<file path="src/rtl/ex_muldiv_unit.sv">
// rtl/ex_muldiv_unit.sv - EX-stage ALU with iterative MULU and optional DIVU/REMU
// Define EX_MULDIV_DIVIDER_EN to build the restoring divider for DIVU/REMU.
module ex_muldiv_unit (
   input  logic        clk,
   input  logic        rst_n,
   input  logic        EX_valid,
   input  logic [4:0]  EX_ALU_OP,
   input  logic [31:0] EX_muxA,
   input  logic [31:0] EX_muxB,
   input  logic [15:0] EX_IMMEDIATE,
   input  logic        EX_ret_enable,
   input  logic [1:0]  EX_RF_D_SEL,
   input  logic        EX_DM_WE,
   input  logic        EX_DM_ADDR_SEL,
   output logic        EX_stall,
   output logic        MEM_valid,
   output logic [31:0] MEM_result,
   output logic [31:0] MEM_store_data,
   output logic        MEM_ret_enable,
   output logic [1:0]  MEM_RF_D_SEL,
   output logic        MEM_DM_WE,
   output logic        MEM_DM_ADDR_SEL
);
   localparam logic [4:0] OP_ADD  = 5'h00;
   localparam logic [4:0] OP_SUB  = 5'h01;
   localparam logic [4:0] OP_AND  = 5'h02;
   localparam logic [4:0] OP_OR   = 5'h03;
   localparam logic [4:0] OP_XOR  = 5'h04;
   localparam logic [4:0] OP_SLL  = 5'h05;
   localparam logic [4:0] OP_SRL  = 5'h06;
   localparam logic [4:0] OP_ADDI = 5'h08;
   localparam logic [4:0] OP_MULU = 5'h10;
`ifdef EX_MULDIV_DIVIDER_EN
   localparam logic [4:0] OP_DIVU = 5'h11;
   localparam logic [4:0] OP_REMU = 5'h12;
`endif

   typedef enum logic [1:0] {IDLE, ITER, DONE} state_t;

   state_t      state_q, state_d;
   logic [4:0]  cnt_q, op_q, sb_q;
   logic [31:0] acc_q, opa_q, opb_q, store_q;
   logic [31:0] acc_d, opa_d, opb_d, fin_result, alu_result;
   logic        is_multi;

`ifdef EX_MULDIV_DIVIDER_EN
   logic [32:0] rem_shift, rem_sub;
   assign is_multi   = (EX_ALU_OP == OP_MULU) || (EX_ALU_OP == OP_DIVU) || (EX_ALU_OP == OP_REMU);
   assign fin_result = (op_q == OP_DIVU) ? opa_d : acc_d;
`else
   assign is_multi   = (EX_ALU_OP == OP_MULU);
   assign fin_result = acc_d;
`endif

   always_comb begin
      alu_result = 32'h0;
      case (EX_ALU_OP)
         OP_ADD:  alu_result = EX_muxA + EX_muxB;
         OP_SUB:  alu_result = EX_muxA - EX_muxB;
         OP_AND:  alu_result = EX_muxA & EX_muxB;
         OP_OR:   alu_result = EX_muxA | EX_muxB;
         OP_XOR:  alu_result = EX_muxA ^ EX_muxB;
         OP_SLL:  alu_result = EX_muxA << EX_muxB[4:0];
         OP_SRL:  alu_result = EX_muxA >> EX_muxB[4:0];
         OP_ADDI: alu_result = EX_muxA + {{16{EX_IMMEDIATE[15]}}, EX_IMMEDIATE};
         default: alu_result = 32'h0;
      endcase
   end

   // MULU: acc += multiplicand when multiplier LSB set. DIVU/REMU: acc is the
   // partial remainder, opa shifts dividend bits out and quotient bits in.
   always_comb begin
      acc_d = acc_q;
      opa_d = opa_q << 1;
      opb_d = opb_q >> 1;
`ifdef EX_MULDIV_DIVIDER_EN
      rem_shift = {acc_q, opa_q[31]};
      rem_sub   = rem_shift - {1'b0, opb_q};
`endif
      if (op_q == OP_MULU) begin
         if (opb_q[0]) acc_d = acc_q + opa_q;
      end
`ifdef EX_MULDIV_DIVIDER_EN
      else begin
         opb_d = opb_q;
         if (!rem_sub[32]) begin
            acc_d = rem_sub[31:0];
            opa_d = {opa_q[30:0], 1'b1};
         end else begin
            acc_d = rem_shift[31:0];
            opa_d = {opa_q[30:0], 1'b0};
         end
      end
`endif
   end

   always_ff @(posedge clk or negedge rst_n) begin
      if (!rst_n) state_q <= IDLE;
      else        state_q <= state_d;
   end

   always_comb begin
      state_d  = state_q;
      EX_stall = 1'b0;
      case (state_q)
         IDLE: begin
            if (EX_valid && is_multi) begin
               state_d  = ITER;
               EX_stall = 1'b1;
            end
         end
         ITER: begin
            EX_stall = 1'b1;
            if (cnt_q == 5'd31) state_d = DONE;
         end
         DONE:    state_d = IDLE;
         default: state_d = IDLE;
      endcase
      if (!rst_n) EX_stall = 1'b0;
   end

   always_ff @(posedge clk or negedge rst_n) begin
      if (!rst_n) begin
         cnt_q           <= 5'd0;
         op_q            <= 5'd0;
         sb_q            <= 5'd0;
         acc_q           <= 32'h0;
         opa_q           <= 32'h0;
         opb_q           <= 32'h0;
         store_q         <= 32'h0;
         MEM_valid       <= 1'b0;
         MEM_result      <= 32'h0;
         MEM_store_data  <= 32'h0;
         MEM_ret_enable  <= 1'b0;
         MEM_RF_D_SEL    <= 2'b00;
         MEM_DM_WE       <= 1'b0;
         MEM_DM_ADDR_SEL <= 1'b0;
      end else begin
         MEM_valid <= 1'b0;
         case (state_q)
            IDLE: begin
               if (EX_valid && is_multi) begin
                  cnt_q   <= 5'd0;
                  op_q    <= EX_ALU_OP;
                  acc_q   <= 32'h0;
                  opa_q   <= EX_muxA;
                  opb_q   <= EX_muxB;
                  store_q <= EX_muxB;
                  sb_q    <= {EX_ret_enable, EX_RF_D_SEL, EX_DM_WE, EX_DM_ADDR_SEL};
               end else if (EX_valid) begin
                  MEM_valid      <= 1'b1;
                  MEM_result     <= alu_result;
                  MEM_store_data <= EX_muxB;
                  {MEM_ret_enable, MEM_RF_D_SEL, MEM_DM_WE, MEM_DM_ADDR_SEL} <=
                     {EX_ret_enable, EX_RF_D_SEL, EX_DM_WE, EX_DM_ADDR_SEL};
               end
            end
            ITER: begin
               acc_q <= acc_d;
               opa_q <= opa_d;
               opb_q <= opb_d;
               cnt_q <= cnt_q + 5'd1;
               if (cnt_q == 5'd31) begin
                  MEM_valid      <= 1'b1;
                  MEM_result     <= fin_result;
                  MEM_store_data <= store_q;
                  {MEM_ret_enable, MEM_RF_D_SEL, MEM_DM_WE, MEM_DM_ADDR_SEL} <= sb_q;
               end
            end
            default: ;
         endcase
      end
   end
endmodule

</file>
<file path="config.mk">
export PLATFORM = sky130hd
export DESIGN_NAME = ex_muldiv_unit
export DESIGN_NICKNAME = d
export VERILOG_FILES = /design/src/rtl/ex_muldiv_unit.sv
export SDC_FILE = /design/constraint.sdc
export NUM_CORES = 1
export LEC_CHECK = 0
export CORE_MARGIN = 5
export CORE_UTILIZATION = 40
export CTS_CLUSTER_DIAMETER = 150
export CTS_CLUSTER_SIZE = 10
export DETAILED_ROUTE_END_ITERATION = 16
export PLACE_DENSITY_LB_ADDON = 0.25
export REMOVE_ABC_BUFFERS = 1
export SYNTH_ARGS = -nofsm -noshare
export SYNTH_HDL_FRONTEND = slang
export SYNTH_SLANG_ARGS = --single-unit
</file>
<file path="constraint.sdc">
create_clock -name clk -period 4.8 [get_ports clk]
set_clock_uncertainty 0.2 [all_clocks]
set_input_delay 0.48 -clock clk [delete_from_list [all_inputs] [get_ports clk]]
set_output_delay 0.48 -clock clk [all_outputs]
set_load 0.02 [all_outputs]
</file>
==> impl_metrics.py <==
metrics = {
    "clock_network": {
        "clockBufferDepth": 3,
        "cts_tree": "done",
        "numCtsBuffers": 25,
        "htree_num_levels": 1,
        "cts-root-buf": "clkbuf_16",
        "cts_sinks": 215,
        "clk_latency_ps": 560,
        "path_clk_slew_ps": 60,
    },
    "critical_path": {
        "cp-start-kind": "input pin",
        "reg2reg_depth": 10,
        "arrival_ps": 4920,
        "critPathRequiredTime_ps": 5020,
        "cp_max_fo": 3,
        "crit_type": "input pin to register",
        "end_kind": "register",
    },
    "yosys": {
        "netlist_top_cells_count": "nand2_1, nor2_1, dfrtp_1",
        "syn_inst": 2377,
        "synthArstFlopShare_pct": 100,
        "yosysMostFrequentCell": "nand2_1",
        "synthesis.area_um2": 18200,
        "ys.flop_type": "dfrtp_1",
        "ys_types": 82,
        "synth_top_area_share_pct": 29.5,
        "yosysTopAreaCell": "dfrtp_1",
        "ys_warn_count": 0,
        "ys_seq_area_share_pct": 29.5,
        "synth_edf_count": 0,
        "synth_area_per_cell_um2": 7.66,
        "ys_ff_latch": 215,
        "synth.area.top_cells": "dfrtp_1, nand2_1, ha_1",
    },
    "hold_path": {
        "holdCritPathClass": "input pin to register",
        "hold_depth": 4,
    },
    "grt": {
        "met1_usage_pct": 40.8,
        "grt_max_degree": 77,
        "grt.total_usage_pct": 29.4,
        "antenna_found_initial": 3,
        "grt.busiest_layer": "met2",
        "grt_pass1_wl_um": 116000,
        "first_global_vias": 18900,
        "use_met2_pct": 47.6,
        "grt.overflow.total": 0,
        "use_met3_pct": 3.37,
    },
    "sta": {
        "tightest_slew_ps": 1010,
        "setup_viol": 0,
        "relSlewSlack_pct": 32.5,
        "period_minus_slack_ps": 4700,
        "rsz0062_at_grt": "yes",
        "period_share_pct": 97.9,
        "maxSlewViolCount": 0,
        "hold_viol": 0,
        "fmax_mhz": 213,
    },
    "power_and_ir_drop": {
        "power_density_nw_per_um2": 480,
        "p_comb_share_pct": 56.5,
        "p_int_mw": 6.04,
        "p_seq_share_pct": 28.3,
        "leakage_nw": 10.5,
        "ir_drop_uv": 322,
        "swShare_pct": 45.1,
        "clockPowerShare_pct": 15.2,
        "p_switching_mw": 4.96,
    },
    "finish": {
        "post-route-util_pct": 50.7,
        "nFillCells": 4420,
        "finalNonFillerCells": 3276,
        "drive_above_1_share_pct": 15.1,
        "nets": 2907,
        "multi_input_area_um2": 12200,
        "register_area_um2": 5380,
        "area_growth_pct": 25.9,
    },
    "place": {
        "globalplace.congestion": 1.01,
        "numPortBuffers": 163,
        "placedCellCount": 3242,
        "hpwl_um": 58200,
    },
    "run": {
        "drv_cap": 0,
    },
    "routing": {
        "finalWirelength_um": 76300,
        "ant_nets": 0,
        "vias": 19600,
        "dr.pass1.iters": 8,
        "viasPerCell": 5.99,
        "drc_errors": 0,
        "drt-initial-drc-count": 2281,
        "wire_per_inst_um": 23.3,
    },
    "floorplanning": {
        "die_h_um": 223,
        "rows": 78,
        "initial_utilization_pct": 40.3,
        "design.die.area_um2": 49900,
        "core_um2": 45200,
        "die_x_um": 223,
        "ioPinCount": 164,
    },
    "outcome": {
        "status": "finished, final reports clean",
    },
}
[kinds of logic (layout without fill, tap and decap cells)]
group	after synthesis	after routing	synth area share [%]
adders and majority gates	139	139	9.63
xor gates and xnor gates	48	48	2.31
muxes	112	112	7.08
AOI/OAI and AO/OA	703	703	25.0
other	0	1	0
buffers and inverters	243	541	5.12
DFF	215	215	29.5
and+or+nand+nor	917	917	21.3
[sequential cells by signal (all words and copies together) (netlist names), 32 cells and up]
signal / cells
MEM_result: 32
acc_q: 32
store_q: 32
opb_q: 32
opa_q: 32
MEM_store_data: 32
[metal layers]
metal,up-vias,routed length [µm]
met3,163,5290
met5,-,17
li1,9134,-
met2,852,35000
met1,9465,32800
met4,2,3180
[cells in the final DEF, fill, tap and decap left out, types with 30 or more instances in the layout]
master	netlist	layout
nand2_1	500	498
buf_4	1	262
nor2_1	227	223
dfrtp_1	215	215
clkdlybuf4s50_1	0	153
o21ai_0	147	142
a31oi_1	134	134
a21oi_1	134	134
ha_1	137	134
mux2i_1	77	77
inv_1	79	76
a22oi_1	40	40
a21o_1	38	38
nand3_1	37	37
nor3_1	41	35
o211ai_1	34	34
a211oi_1	32	30
[worst max-delay path, cell delays in order]
cell,delay [ps]
buf_8,100
inv_4,60
ha_4,120
buf_6,130
nand2_4,70
nand4b_1,220
or3_4,360
or3_4,330
or3_4,390
a221o_1,370
ha_4,260
a21o_1,170
a211oi_2,260
or2_4,180
nand2b_4,50
a2111o_1,400
a311oi_2,320
xnor2_1,140
a2111oi_2,390
o21ai_1,120
[power by group through the flow]
stage	logic (mW)	registers [mW]	clock network, mW
2_1_floorplan	3.60	3.33	0
3_3_place_gp	5.96	3.11	0
3_5_place_dp	6.07	3.13	0
4_1_cts	6.12	3.11	1.70
5_1_grt	6.79	3.21	1.77
6_report	6.21	3.12	1.67
[final cells by class]
class	count	share of cell area, %
repair buffers	432	16.1
clock buffers	25	2.73
multi-input cells	1919	53.0
inverters	82	1.38
clock inverters	2	0.0709
diodes	1	0.0109
flip-flops and latches	215	23.5
well taps	600	3.27
[repair_timing]
action                                 4_1_cts  5_1_grt
endpoints found under the hold margin       60        0
setup endpoints to repair                   14       15
pin swaps                                   10       21
setup buffers                                1        4
hold buffers                                 1        0
resized for setup                           12       61
[path summary, 6_finish.rpt]
path | slack [ps] | startpoint | endpoint
max | 100 | EX_muxB[0] | MEM_result[31]
min | 140 | EX_muxB[8] | store_q[8]
max reg2reg | 1030 | acc_q[1] | MEM_result[25]
min reg2reg | 260 | op_q[4] | op_q[4]
max in group asynchronous | 2850 | rst_n | acc_q[24]
min in group asynchronous | 280 | rst_n | MEM_store_data[4]
[per-stage QoR]
stage / hold WS, ps / setup TNS (ps) / total power [mW] / setup WS [ps] / cell area [µm²]
after floorplan: -15.6 / -97360 / 6.93 / -2560 / 17600
after global placement: 243 / -11210 / 9.08 / -939 / 22000
after detailed placement: 246 / -11350 / 9.20 / -958 / 22000
after CTS: 259 / 0 / 10.9 / 2.29 / 22700
after global routing: 134 / -115 / 11.8 / -109 / 22900
final: 136 / 0 / 11.0 / 98.9 / 22900
(Power assumes the default switching activity.)
==> RTL edit: new RTL, same settings <==
Add a define of `EX_MULDIV_DIVIDER_EN`.
--- a/src/rtl/ex_muldiv_unit.sv
+++ b/src/rtl/ex_muldiv_unit.sv
@@ -2,2 +2,4 @@
 // Define EX_MULDIV_DIVIDER_EN to build the restoring divider for DIVU/REMU.
+`define EX_MULDIV_DIVIDER_EN
+
 module ex_muldiv_unit (
Function: changed (a bounded check fails within 4 cycles, from zero or initial values and one cycle with rst_n low).
==> RTL edit against the original RTL <==
  * The flow now finishes with violations (setup timing)
  * Synthesized cell count grew 14%
  * Design area grew 13%
  * Worst setup slack got worse by 270 ps
  * Wire length up 19%
  * Area after synthesis increased by 16%
  * Sequential cell count unchanged
  * Sequential power up 13%
  * Power increased by 46%
  * Sequential share of layout area fell by 2.6 points
  * Largest cell class unchanged
==> RTL edit: results (changes against the original RTL) <==
Cells and area:
- The layout cell share with drive strength beyond 1 came to 0.1404 (-0.01029).
- The count of placed standard cells in the final layout, fillers left out is 3667 (+12%).
- The number of inserted filler cells in the final layout is 5074 (+15%).

Timing:
- The smallest setup slack after layout was -175.2 ps (-274.1 ps).
- The transition time of the tightest slew-check pin is 1091 ps (+82.99 ps).
- The count of endpoints failing setup in the final report is 7 (+7).

Outcome:
- The flow ran to the end, but the final reports show violations.
- The checks that failed: setup timing.

Setup path:
- The setup slack of the most critical reg-to-reg path was 270 ps (-760 ps).
- The worst register-to-register path begins at acc_q[0].
- The destination of the critical timing path is MEM_result[29].
- The worst stage delay on the critical path is 540 ps (+140 ps).
- The launching element of the worst setup path is EX_muxB[7].
- The master of the slowest instance on the critical path is sky130_fd_sc_hd__or4_4.

Power:
- The part of the total power dissipated in combinational logic was 0.677 (+0.112).
- The static power due to leakage is 0.01136 µW (+8.6%).

Synthesis:
- Counting instances in the post-synthesis netlist gives the leading cell types as 377 x sky130_fd_sc_hd__nand2_1, 280 x sky130_fd_sc_hd__a21oi_1, 264 x sky130_fd_sc_hd__nor2_1, 216 x sky130_fd_sc_hd__o21ai_0, 215 x sky130_fd_sc_hd__dfrtp_1.
- The average instance area after synthesis is 7.745 µm² (+1.1%).

Global routing:
- The met2 usage in global routing was 0.4831 (+0.006724).
- The number of global-route vias before repair is 21500 (+14%).
- The global routing met3 resource utilization is 0.04295 (+0.009263).
- The wire length of the first global-routing pass is 136000 µm (+18%).
- The number of antenna violations at the first check in global routing was 1 (-2).

Detailed routing:
- The wire length on met3 is 8028 µm (+52%).
- The detailed route wirelength on metal2 was 41350 µm (+18%).
- The routed wirelength normalized by instance count is 24.83 µm (+6.5%).

Hold path:
- The min-delay analysis places its worst path in the category in2async.

Place:
- The sum of net half-perimeters after detailed placement was 69960 µm (+20%).
- The count of placed standard cells including taps is 3633 (+12%).
==> RTL edit: changes by cell type after synthesis, sizes merged, moves of 17 or more <==
| cell | before | now |
|---|---|---|
| a21oi | 134 | 280 |
| nand2 | 500 | 377 |
| o21ai | 151 | 242 |
| a31oi | 134 | 76 |
| mux4 | 11 | 59 |
| inv | 80 | 126 |
| nor2 | 228 | 264 |
| nand3 | 37 | 70 |
| ha | 137 | 167 |
| mux2i | 77 | 54 |
| a221oi | 9 | 29 |
| mux2 | 24 | 7 |
==> RTL edit: what timing repair did <==
| action | 4_1_cts | 5_1_grt |
|---|---|---|
| gates resized for setup | 61 | 27 |
| setup endpoints to repair | 16 | 14 |
| buffers inserted | 3 | 5 |
| pin swaps | 41 | 37 |
| hold buffers | 1 | 0 |
| hold endpoints to repair | 47 | 0 |
==> RTL edit: final cells by class <==
| class | instances | share of cell area |
|---|---|---|
| Timing Repair Buffer | 413 | 0.1385 |
| Tap cell | 688 | 0.03338 |
| Clock inverter | 1 | 0.0002911 |
| Clock buffer | 25 | 0.02426 |
| Antenna cell | 1 | 0.00009702 |
| Multi-Input combinational cell | 2197 | 0.5764 |
| Inverter | 127 | 0.01848 |
| Sequential cell | 215 | 0.2086 |
==> RTL edit: per-stage QoR <==
step | instance area [µm²] | worst slack, ps | utilization | TNS (ps)
floorplan | 20370 | -3257 | - | -194290
detailed placement | 24810 | -1643 | 0.4739 | -19150
CTS | 25620 | -276.8 | 0.4895 | -1219
finish | 25790 | -175.2 | 0.4928 | -787.9
global route | 25790 | -297.4 | 0.4927 | -2076
global placement | 24810 | -1628 | 0.4739 | -18510
